`src/rtl/count_seq_ctrl.sv`:
```
// Command sequencer for a 4-bit loadable up/down counter.
// Accepts CLEAR / LOAD / UP-n / DOWN-n over valid/ready and drives the
// counter pins. Between commands the counter is frozen by re-loading its
// own count. Completion is flagged by a one-cycle done pulse. The captured
// count appears on result from the cycle after done.
module count_seq_ctrl #(
    parameter int unsigned STEP_W = 8
) (
    input  logic              clock,
    input  logic              resetn,
    input  logic              cmd_valid,
    output logic              cmd_ready,
    input  logic [1:0]        cmd_op,
    input  logic [3:0]        cmd_data,
    input  logic [STEP_W-1:0] cmd_steps,
    input  logic [3:0]        ctr_count,
    output logic [3:0]        ctr_din,
    output logic              ctr_load,
    output logic              ctr_up_down,
    output logic              ctr_resetn,
    output logic              busy,
    output logic              done,
    output logic [3:0]        result,
    output logic              err
);

    typedef enum logic [2:0] {
        StInit,
        StIdle,
        StClr,
        StLoad,
        StRun,
        StDone
    } state_t;

    localparam logic [1:0] OpClear = 2'b00;
    localparam logic [1:0] OpLoad  = 2'b01;

    state_t            state_q;
    logic [3:0]        data_q;
    logic [STEP_W-1:0] remaining_q;
    logic              dir_q;
    logic [3:0]        result_q;
    logic              err_q;

    // Sequencer state and the registers latched per command.
    always_ff @(posedge clock or negedge resetn) begin
        if (!resetn) begin
            state_q     <= StInit;
            data_q      <= 4'd0;
            remaining_q <= '0;
            dir_q       <= 1'b0;
            result_q    <= 4'd0;
            err_q       <= 1'b0;
        end else begin
            unique case (state_q)
                StInit: state_q <= StIdle;
                StIdle: begin
                    if (cmd_valid) begin
                        data_q      <= cmd_data;
                        remaining_q <= cmd_steps;
                        dir_q       <= cmd_op[0];
                        err_q       <= 1'b0;
                        if (cmd_op == OpClear) begin
                            state_q <= StClr;
                        end else if (cmd_op == OpLoad) begin
                            state_q <= StLoad;
                        end else if (cmd_steps == '0) begin
                            // Zero-length run: report without touching the counter.
                            state_q <= StDone;
                        end else begin
                            state_q <= StRun;
                        end
                    end
                end
                StClr: state_q <= StDone;
                StLoad: begin
                    // Out-of-range values are still loaded, only flagged.
                    err_q   <= (data_q < 4'd2) || (data_q > 4'd10);
                    state_q <= StDone;
                end
                StRun: begin
                    remaining_q <= remaining_q - 1'b1;
                    if (remaining_q == STEP_W'(1)) begin
                        state_q <= StDone;
                    end
                end
                StDone: begin
                    result_q <= ctr_count;
                    state_q  <= StIdle;
                end
                default: state_q <= StInit;
            endcase
        end
    end

    // Counter pin and status decode from the registered state.
    always_comb begin
        cmd_ready   = 1'b0;
        busy        = 1'b1;
        done        = 1'b0;
        ctr_resetn  = 1'b1;
        ctr_load    = 1'b0;
        ctr_up_down = 1'b0;
        ctr_din     = 4'd0;
        unique case (state_q)
            StInit: begin
                ctr_resetn = 1'b0;
            end
            StIdle: begin
                cmd_ready = 1'b1;
                busy      = 1'b0;
                ctr_load  = 1'b1;
                ctr_din   = ctr_count;
            end
            StClr: begin
                ctr_resetn = 1'b0;
            end
            StLoad: begin
                ctr_load = 1'b1;
                ctr_din  = data_q;
            end
            StRun: begin
                ctr_up_down = dir_q;
            end
            StDone: begin
                ctr_load = 1'b1;
                ctr_din  = ctr_count;
                done     = 1'b1;
            end
            default: begin
                ctr_resetn = 1'b0;
            end
        endcase
    end

    assign result = result_q;
    assign err    = err_q;

endmodule
```
`config.mk`:
```
export PLATFORM = sky130hd
export DESIGN_NAME = count_seq_ctrl
export DESIGN_NICKNAME = d
export VERILOG_FILES = /design/src/rtl/count_seq_ctrl.sv
export SDC_FILE = /design/constraint.sdc
export NUM_CORES = 1
export LEC_CHECK = 0
export BUFFER_PORTS_ARGS = -buffer_cell sky130_fd_sc_hd__buf_4
export CAP_MARGIN = 20
export CORE_MARGIN = 2
export CORE_UTILIZATION = 50
export DETAILED_ROUTE_END_ITERATION = 16
export PLACE_DENSITY = 0.78
export REMOVE_ABC_BUFFERS = 1
export SLEW_MARGIN = 20
export SYNTH_ARGS = -nofsm -noshare
export SYNTH_HDL_FRONTEND = slang
export SYNTH_SLANG_ARGS = --single-unit
export TNS_END_PERCENT = 5
```
`constraint.sdc`:
```
create_clock -name clock -period 1.7 [get_ports clock]
set_input_delay 0.255 -clock clock [delete_from_list [all_inputs] [get_ports clock]]
set_output_delay 0.255 -clock clock [all_outputs]
set_load 0.02 [all_outputs]
```
==> flow_summary.yaml <==
status:
  status: "complete, no violations"
sta:
  finalCritPeriodShare: 0.997
  finalSetupTns_ns: 0
  slew_headroom: 0.741
  fin_crit_ns: 1.70
  clock_skew_ns: 0.00280
  rsz0062_at_grt: "yes"
  hold_viol_final: 0
  setup_viol: 0
  maxSlewViolCount: 0
  fmax_mhz: 590
  tightest_slew_ns: 0.388
synthesis:
  synth_cells: 128
  ys_seq_elements: 21
  async_flop_share: 1.00
  synth_seq_area_share: 0.453
  synth_ff_type: "dfrtp_1"
  synth_warnings: 0
  avgSynthCellArea_sq_um: 9.06
  synth_edf_count: 0
  synthesis.area_sq_mm: 0.00116
  ys_types: 35
grt:
  grt_max_degree: 22
  grt_usage: 0.227
  antenna_found_initial: 0
  grt_pass1_vias: 1077
  grt_pass1_wl_um: 4530
  grt_overflow: 0
drt:
  drc: 0
  dr.pass1.iters: 4
  vias_per_cell: 5.56
  wl_per_cell_um: 14.0
  detail-route-antenna-nets: 0
  vias: 1117
  finalWirelength_um: 2820
  drt_iter0_drc: 31
power_and_ir_drop:
  p_per_area_mw_per_mm2: 1730
  leakagePower_nw: 0.753
  ir_drop_mv: 0.896
  power_frac_seq: 0.366
  comb_power_share: 0.546
  switching_share: 0.427
  p_switching_mw: 1.16
  p_int_mw: 1.56
  p_clk_frac: 0.088
  total_power_mw: 2.72
worst_setup_path:
  critPathSlowestCell: "dfrtp_2"
  crit_type: "reg2out"
  path_buf_inv: 2
  path_max_fanout: 6
  path_cells: "buf_6 > nor2b_4 > a21oi_1 > nor2b_1 > buf_4"
  max_stage_delay_ns: 0.47
  worstPathArrival_ns: 1.44
  startpoint_type: "flop"
  critPathCaptureType: "output port"
  cp_top_family: "flip-flops"
  crit_required_ns: 1.44
clocking:
  cts_tree: "done"
  cts_num_sinks: 21
  htreeDepth: 1
  clockBufferDepth: 2
  cts_root_buf: "clkbuf_4"
  path_clk_slew_ns: 0.12
  clock_latency_ns: 0.30
  cts_buffers: 3
floorplan:
  io_pins: 36
  core_sq_mm: 0.00221
  fp.dieW_um: 52.2
  die_y_um: 52.2
  fp-row-count: 17
  start_util: 0.524
  dieArea_sq_mm: 0.00272
final_layout:
  drive_gt1_frac: 0.364
  syn_to_final_growth_pct: 35.9
  fin_util: 0.713
  regArea_sq_um: 529
  final_cell_count_no_fill: 201
  diodes: 0
  n_fill_cell: 177
  multi_input_area_sq_um: 616
  layout.nets: 197
flow_run:
  maxCapViolations: 0
place:
  place_congestion: 0.859
  dp_hpwl_um: 2090
  portBuffers: 35
  place_inst: 190
hold_path:
  hold_path_class: "in2reg"
[layout make-up]
class                           instances  share of cell area
Timing Repair Buffer                   46               0.223
Clock buffer                            4              0.0167
Tap cell                               28              0.0222
Sequential cell                        21               0.336
Inverter                                5              0.0119
Multi-Input combinational cell         97               0.390
[repair_timing]
item                                    4_1_cts  5_1_grt
endpoints found under the setup margin        8       10
buffers inserted                              0        6
endpoints found under the hold margin        21        0
hold buffers                                  1        0
pin swaps                                     0        1
cloned                                        0        0
gates resized for setup                       6        3
[cell usage in the layout, fill, tap and decap left out, types with 2 or more instances in the layout]
cell type	instances
nand3_1	5
ha_1	2
a311oi_1	2
mux2_2	5
dfrtp_1	18
inv_1	5
dfrtp_2	3
nor2b_1	11
nand2_1	24
o21ai_0	3
nor3_1	2
or4_1	3
clkbuf_4	3
o211ai_1	3
o22ai_1	2
a21oi_1	6
buf_4	44
nor2_1	9
[stage by stage]
stage	hold WS, ns	cell area [sq um]	setup slack (ns)
final	0.132	1580	0.00428
after global routing	0.114	1580	-0.0569
after CTS	0.122	1520	-0.00921
after detailed placement	0.154	1470	0.116
after global placement	0.152	1470	0.155
after floorplan	-0.0406	1140	-0.324
[power groups by stage]
stage               registers (mW)  logic [mW]  clock network (mW)
floorplan                     1.02       0.782                   0
global placement             0.981        1.33                   0
detailed placement           0.999        1.36                   0
CTS                          0.995        1.38               0.249
global route                  1.04        1.64               0.267
finish                       0.999        1.49               0.239
[layer usage]
metal	track usage	share of wire
met1	0.258	0.42
met2	0.424	0.54
met3	0.0374	0.041
met4	0.0769	0.0060
met5	0	0
[cells by family after synthesis]
kind of cell / Yosys count / synth area share
multiplexers: 5 / 0.0485
AND/OR/NAND/NOR: 64 / 0.287
buffers and inverters: 10 / 0.0345
flip-flops: 21 / 0.453
adder cells (fa/ha/maj): 2 / 0.0216
AO/OA/AOI/OAI: 26 / 0.155
[registers in the layout (all words and copies together) (netlist names)]
register,cells
result,4
dir_q,1
data_q,4
state_q,3
err,1
remaining_q,8
[synthesized netlist by cell type (all sizes together) (3+ instances only)]
| master | instances | area, sq um |
|---|---|---|
| mux2 | 5 | 56.3 |
| inv | 5 | 18.8 |
| nand2 | 25 | 93.8 |
| nand3 | 5 | 25.0 |
| a21oi | 6 | 30.0 |
| o21ai | 3 | 15.0 |
| o211ai | 3 | 22.5 |
| nor2b | 12 | 75.1 |
| clkbuf | 3 | 11.3 |
| dfrtp | 21 | 526 |
| nor2 | 9 | 33.8 |
| or4 | 3 | 22.5 |
[worst paths after layout]
kind,endpoint,depth (start not counted),from,slack [ns]
min in group asynchronous,result[3],2,resetn,0.36
hold reg to reg,dir_q,2,dir_q,0.51
setup reg to reg,remaining_q[1],4,state_q[2],0.07
hold / removal,state_q[1],2,cmd_op[1],0.13
setup / recovery,ctr_din[1],5,state_q[2],0.004
max in group asynchronous,state_q[0],2,resetn,1.10
(Power assumes the default switching activity.)
